**src/rtl/gpi_pkg.sv**
```systemverilog
// gpi_pkg: register offsets, bit positions and saturating counter helper for gpi_cond
package gpi_pkg;
  localparam logic [1:0] GPI_STATUS = 2'd0;
  localparam logic [1:0] GPI_COUNT = 2'd1;
  localparam logic [1:0] GPI_CFG = 2'd2;
  localparam int LVL = 0;
  localparam int RF = 1;
  localparam int FF = 2;
  localparam int IE_R = 16;
  localparam int IE_F = 17;
  localparam int COUNT_W = 16;
  function automatic logic [COUNT_W-1:0] sat_inc(input logic [COUNT_W-1:0] v);
    return &v ? v : v + COUNT_W'(1);
  endfunction
endpackage

```
**src/rtl/gpi_debounce.sv**
```systemverilog
// gpi_debounce: 2-flop synchroniser, stable-time debounce (clk_i, rst_i, pin_i, thr_i -> lvl_o, rise_o, fall_o)
module gpi_debounce #(
  parameter int DBW = 8
) (
  input  logic           clk_i,
  input  logic           rst_i,
  input  logic           pin_i,
  input  logic [DBW-1:0] thr_i,
  output logic           lvl_o,
  output logic           rise_o,
  output logic           fall_o
);
  logic s1, s2, lvl, lvl_d;
  logic [DBW-1:0] cnt;
  always_ff @(posedge clk_i) begin
    if (rst_i) begin
      s1 <= 1'b0;
      s2 <= 1'b0;
      lvl <= 1'b0;
      lvl_d <= 1'b0;
      cnt <= '0;
    end else begin
      s1 <= pin_i;
      s2 <= s1;
      lvl_d <= lvl;
      cnt <= (s2 == lvl || cnt == thr_i) ? '0 : cnt + DBW'(1);
      lvl <= (s2 != lvl && cnt == thr_i) ? s2 : lvl;
    end
  end
  assign lvl_o = lvl;
  assign rise_o = lvl & ~lvl_d;
  assign fall_o = ~lvl & lvl_d;
endmodule

```
**src/rtl/gpi_cond.sv**
```systemverilog
// gpi_cond: Wishbone GPI conditioner; pin_i -> debounced gpi_o, STATUS/COUNT/CFG regs, irq_o only with GPI_IRQ_EN
module gpi_cond
  import gpi_pkg::*;
#(
  parameter int         DBW   = 8,
  parameter logic [7:0] DBRST = 8'd15
) (
  input  logic        clk_i,
  input  logic        rst_i,
  input  logic        cyc_i,
  input  logic        stb_i,
  input  logic        we_i,
  output logic        ack_o,
  input  logic [1:0]  adr_i,
  input  logic [3:0]  be_i,
  input  logic [31:0] dat_i,
  output logic [31:0] dat_o,
  input  logic        pin_i,
  output logic        gpi_o
`ifdef GPI_IRQ_EN
  ,
  output logic        irq_o
`endif
);
  logic lvl, rise, fall, rf, ff, ie_r, ie_f, wr, wr_st, wr_cnt, wr_cfg, unused_bits;
  logic [COUNT_W-1:0] count;
  logic [DBW-1:0] thr;
  logic [31:0] st, cf;
  gpi_debounce #(.DBW(DBW)) u_db (
    .clk_i (clk_i),
    .rst_i (rst_i),
    .pin_i (pin_i),
    .thr_i (thr),
    .lvl_o (lvl),
    .rise_o(rise),
    .fall_o(fall)
  );
  assign ack_o = cyc_i & stb_i;
  assign wr = cyc_i & stb_i & we_i & be_i[0];
  assign wr_st = wr && adr_i == GPI_STATUS;
  assign wr_cnt = wr && adr_i == GPI_COUNT;
  assign wr_cfg = wr && adr_i == GPI_CFG;
  assign gpi_o = lvl;
  assign unused_bits = ^{dat_i, be_i[3:1]};
  always_ff @(posedge clk_i) begin
    if (rst_i) begin
      rf <= 1'b0;
      ff <= 1'b0;
      count <= '0;
      thr <= DBW'(DBRST);
    end else begin
      rf <= rise | (rf & ~(wr_st & dat_i[RF]));
      ff <= fall | (ff & ~(wr_st & dat_i[FF]));
      count <= wr_cnt ? COUNT_W'(rise) : rise ? sat_inc(count) : count;
      thr <= wr_cfg ? dat_i[DBW-1:0] : thr;
    end
  end
`ifdef GPI_IRQ_EN
  always_ff @(posedge clk_i) begin
    if (rst_i) begin
      ie_r <= 1'b0;
      ie_f <= 1'b0;
    end else if (wr_cfg) begin
      ie_r <= dat_i[IE_R];
      ie_f <= dat_i[IE_F];
    end
  end
  assign irq_o = (rf & ie_r) | (ff & ie_f);
`else
  assign ie_r = 1'b0;
  assign ie_f = 1'b0;
`endif
  always_comb begin
    st = '0;
    st[LVL] = lvl;
    st[RF] = rf;
    st[FF] = ff;
    cf = '0;
    cf[DBW-1:0] = thr;
    cf[IE_R] = ie_r;
    cf[IE_F] = ie_f;
    dat_o = adr_i == GPI_STATUS ? st :
            adr_i == GPI_COUNT  ? 32'(count) :
            adr_i == GPI_CFG    ? cf : '0;
  end
endmodule

```
**config.mk**
```make
export PLATFORM = sky130hd
export DESIGN_NAME = gpi_cond
export DESIGN_NICKNAME = d
export VERILOG_FILES = /design/src/rtl/gpi_pkg.sv /design/src/rtl/gpi_debounce.sv /design/src/rtl/gpi_cond.sv
export SDC_FILE = /design/constraint.sdc
export NUM_CORES = 1
export LEC_CHECK = 0
export ABC_CLOCK_PERIOD_IN_PS = 2700
export CORE_MARGIN = 10
export CORE_UTILIZATION = 45
export CTS_CLUSTER_SIZE = 8
export DETAILED_ROUTE_END_ITERATION = 10
export PLACE_DENSITY = 0.92
export SYNTH_ARGS = -nofsm -noshare
export SYNTH_HDL_FRONTEND = slang
export SYNTH_SLANG_ARGS = --single-unit
```
**constraint.sdc**
```tcl
create_clock -name clk_i -period 2.7 [get_ports clk_i]
set_input_delay 0.675 -clock clk_i [delete_from_list [all_inputs] [get_ports clk_i]]
set_output_delay 0.675 -clock clk_i [all_outputs]
set_load 0.1 [all_outputs]
```
Word level (Yosys, flattened, before mapping):

Index checks and enable logic that the tools add are counted.

* bits of input ports: 44
* output and inout bits: 34
* bits in registers: 38
* word-level logic and storage cells: 52

* reductions and logical operators: 12
* bitwise logic cells: 16
* muxes and demuxes: 6
* add/subtract/negate cells: 2
* equal/unequal tests: 6

Operators with widths (count)
* 16-bit two-way mux: 2
* 16-bit by 1-bit adder with 16-bit output, second input constant: 1
* 16-bit AND reduction: 1
* 1-bit bitwise AND: 9
* 8-bit by 1-bit adder with 8-bit output, second input constant: 1
* 8-bit == test: 1
* 8-bit two-way mux: 1
* 1-bit NOT: 5
* 1-bit logical AND: 4
* 2-bit AND reduction: 2
* 2-bit OR reduction: 2
* 1-bit two-way mux: 3
* 2-bit by 1-bit == test with 1-bit output, second input constant: 1
* 2-bit == test, second input constant: 1
* 2-bit zero test: 1
* 2-bit != test, second input constant: 1
* 1-bit OR: 2
* 2-bit nonzero test: 1
* 1-bit == test: 1
* 1-bit logical OR: 1
* 1-bit != test: 1

Depth between registers and ports, before layout:

* depth in word-level cells: 8
* mapped depth: 7
* gate-level depth less buffers: 5

By module:

A second synthesis with hierarchy kept.

* cell total of the unflattened synthesis: 242
* area, all modules: 2060.7 sq um

By module, submodules not included
* gpi_cond: area each 1530.2 sq um, sequential area each 520.5 sq um, instances 1, cells each 186
* gpi_debounce: area each 530.5 sq um, sequential area each 240.2 sq um, instances 1, cells each 56

Worst setup path before layout:

OpenSTA, ideal clock, no wires.

* path kind: reg2out
* from: register u_db.lvl (netlist: u_db.lvl_o)
* to: output dat_o[0]
* required time: 2.025 ns
* arrival time: 3.314 ns
* path slack: -1.289 ns
* stages on the path, launching flop included: 3
* path through: dfxtp_1 mux2i_1 o21ai_0

* longest elaborated chain between the ends: 1

RTL lines
* start: declaration: line gpi_debounce.sv:13 `logic s1, s2, lvl, lvl_d;`
* start signal: assignment: line gpi_debounce.sv:27 `lvl <= (s2 != lvl && cnt == thr_i) ? s2 : lvl;`
* 16-bit two-way mux: line gpi_cond.sv:82 `dat_o = adr_i == GPI_STATUS ? st :`
* end: declaration: line gpi_cond.sv:17 `output logic [31:0] dat_o,`

No other way between the ends.

Worst setup path after layout:

* from: input adr_i[1]
* to: output dat_o[2]

* longest elaborated chain between the ends: 4
* elaborated cells on any way between the ends: 6
* those cells by class: 2 x eq/ne; 3 x mux; 1 x reduce/logical

RTL lines
* start: declaration: line gpi_cond.sv:14 `input logic [1:0] adr_i,`
* 2-bit == test: line gpi_cond.sv:84 `adr_i == GPI_CFG ? cf : '0;`
* 8-bit two-way mux: line gpi_cond.sv:84
* 16-bit two-way mux: line gpi_cond.sv:83 `adr_i == GPI_COUNT ? 32'(count) :`
* 16-bit two-way mux *: line gpi_cond.sv:82

Mark *: on every way between the ends. The rest lies on a longest branch, timed or not.

==> impl_metrics.yaml <==
detailed_routing:
  dr.pass1.iters: 4
  routedWlPerCell_um: 15.4
  via_per_inst: 5.66
  ant_nets: 0
  drt_iter0_drc: 130
  drt_wl_total_um: 5110
  drc: 0
  num_vias: 1873
clock_tree:
  htree_levels: 2
  cts_buffers: 5
  cts_tree: "yes"
  clockBufferDepth: 2
  cts-root-buf: "clkbuf_8"
  cts.sinks: 38
  insertion_delay_ns: 0.29
  clkTransAtPathRegs_ns: 0.07
power_and_ir_drop:
  sw_frac_of_total_pct: 27.9
  power.net_switching_mw: 0.382
  combinationalPowerShare_pct: 15.9
  peakVddDrop_uv: 310
  p_per_area_nw_per_um2: 498
  clockPowerShare_pct: 42.8
  p_leak_nw: 0.981
  p_int_mw: 0.987
  seqPwrFrac_pct: 41.3
grt:
  grt_max_degree: 18
  grt_pass1_wl_um: 8120
  globalRoute.totalOverflow: 0
  antenna_found_initial: 0
  grt_pass1_vias: 1741
  grt_usage_pct: 13.0
timing:
  finalHoldViolCount: 0
  grt_setup_unrepaired: "no"
  min_period_over_period_pct: 97.9
  drv_slew: 0
  skew_ns: 0.0119
  fmax_mhz: 378
  fin_setup_tns_ns: 0
  period_needed_ns: 2.64
  finalSetupViolations: 0
  worst_pin_slew_ns: 0.668
  slew_headroom_pct: 55.1
  hold-worst-slack_ns: 0.442
floorplanning:
  die-area_sq_um: 7640
  core-area_sq_um: 4380
  dieWidth_um: 87.4
  fp.dieH_um: 87.4
  fp-row-count: 24
  num_io_pins: 78
  initial_core_util_pct: 46.6
critical_path:
  cp_max_fo: 4
  worstSetupPathType: "in2out"
  path_cells: "clkdlybuf4s50_1, buf_4, mux2i_1, o21ai_2, buf_12"
  arrival_ns: 1.97
  cpPeakStageDelay_ns: 0.57
  critPathBufInv: 3
  cp_slowest_cell: "clkdlybuf4s50_1"
  crit_required_ns: 2.03
  cp_top_family: "buffers and inverters"
  cp-start-kind: "input port"
  end_kind: "output pin"
placed_design:
  place.port_buffers: 34
  dp_hpwl_um: 3810
  gp_congestion: 0.836
synth:
  yosys-top-cells-area: "dfxtp_1, buf_4, a21oi_1, xnor2_1, or4_1"
  syn_inst: 240
  syn_area_sq_um: 2040
  synth-seq-cells: 38
  synth_top_area_share_pct: 37.2
  synth.avg_cell_area_sq_um: 8.52
  yosys.area.top_type: "dfxtp_1"
  ys_seq_area_share_pct: 37.2
  synth-warning-count: 0
  synthDistinctLibCells: 37
outcome:
  outcome: "completed"
layout:
  nNetsFinal: 324
  drive_gt1_share_pct: 17.9
  largest_register_ffs: 16
  regMostFlops: "count"
  area_growth_syn_to_layout_pct: 34.5
  fill_cells: 360
  diodes: 0
  reg.largest.list: "count (16), thr (8), u_db.cnt (8)"
hold_path:
  min_path_type: "reg2reg"
run:
  maxCapViolCount: 0
layer usage:
metal  track usage, %  vias up  part of all wire, %
met5                0        -                    0
met4             3.91        0                  1.6
met3             4.03       11                  6.6
met2             24.2       58                   53
met1             13.5      888                   38
li1                 -      916                    -
final timing paths:
kind         cells past startpoint  slack, ns         to     start
min reg2reg                      1       0.44    u_db.s2   u_db.s1
min                              1       0.44    u_db.s2   u_db.s1
max reg2reg                      4       0.65  count[15]  count[3]
max                              5       0.06   dat_o[2]  adr_i[1]
power by group through the flow:
stage / Clock (mW) / Combinational [mW] / Sequential [mW]
floorplan: 0 / 0.172 / 0.578
global placement: 0 / 0.209 / 0.579
global route: 0.617 / 0.224 / 0.567
finish: 0.586 / 0.217 / 0.566
detailed placement: 0 / 0.211 / 0.579
CTS: 0.594 / 0.212 / 0.566
logic make-up (layout without fill, tap and decap cells):
kind of cell,Yosys count,count (layout),share of synthesized area (%)
compound gates,49,49,15.2
xor+xnor,15,15,6.43
fa+ha+maj,2,2,1.22
buf+inv,29,53,8.57
flops,38,38,37.2
mux,7,7,3.43
other cells,1,16,0.183
simple gates,99,99,27.7
per-stage QoR:
| stage | total power [mW] | instance area [sq um] | cells | setup slack [ns] | util (%) |
|---|---|---|---|---|---|
| 2_1_floorplan | 0.750 | 2120 | 255 | -0.0555 | - |
| 3_3_place_gp | 0.788 | 2580 | 322 | 0.0708 | 58.9 |
| 3_5_place_dp | 0.790 | 2580 | 322 | 0.0238 | 58.9 |
| 4_1_cts | 1.37 | 2720 | 330 | 0.0151 | 62.0 |
| 5_1_grt | 1.41 | 2750 | 331 | 0.0344 | 62.7 |
| 6_report | 1.37 | 2750 | 331 | 0.0567 | 62.7 |
layout by cell type (no fill, tap or decap), types with 2 or more instances in the layout:
master           synthesis  routed
dfxtp_1                 38      38
nor2_1                  18      18
a21oi_1                 18      18
buf_12                   0      17
nand3_1                 16      16
conb_1                   1      16
clkdlybuf4s50_1          0      15
or4_1                   11      11
xnor2_1                 10      10
o31ai_1                 10      10
nor2b_1                 11       9
nand2_1                  8       8
and2_2                   0       7
mux2i_1                  7       7
buf_4                   17       7
nand4_1                  6       6
o21ai_0                  9       6
a22o_1                   5       5
xor2_1                   5       5
clkbuf_8                 0       5
and2_1                  11       4
or3_1                    4       4
a211o_1                  4       4
o21ai_2                  0       3
inv_1                    3       3
and3_1                   3       3
nor2b_4                  0       2
and4_1                   2       2
nand2b_1                 2       2
ha_1                     2       2
bufinv_16                0       2
area by class of cell:
cell class | instances | area (sq um) | share of cell area [%]
flip-flops and latches | 38 | 761 | 27.7
clock buffers | 5 | 68.8 | 2.50
clock inverters | 3 | 68.8 | 2.50
repair buffers | 42 | 574 | 20.9
multi-input cells | 188 | 1200 | 43.7
inverters | 3 | 11.3 | 0.410
well taps | 52 | 65.1 | 2.37
Yosys cell counts (all sizes together):
| cell | instances |
|---|---|
| clkbuf | 8 |
| and3 | 3 |
| nand3b | 1 |
| dfxtp | 38 |
| a22o | 5 |
| conb | 1 |
| nand2b | 2 |
| ha | 2 |
| o41ai | 1 |
| nor2 | 18 |
| a211o | 4 |
| o31ai | 10 |
| nor4 | 1 |
| xor2 | 5 |
| nor3 | 1 |
| a311oi | 1 |
| nor2b | 11 |
| a21oi | 18 |
| nand2 | 8 |
| or3 | 5 |
| and4 | 3 |
| inv | 3 |
| nand3 | 16 |
| and2 | 11 |
| buf | 18 |
| xnor2 | 10 |
| mux2i | 7 |
| o21ai | 10 |
| nand4 | 7 |
| or4 | 12 |
what timing repair did:
item	4_1_cts	5_1_grt
buffers inserted	0	0
setup endpoints to repair	0	16
resized for setup	0	7
hold buffers	0	0
No activity file was read; power rests on OpenSTA's default activity.
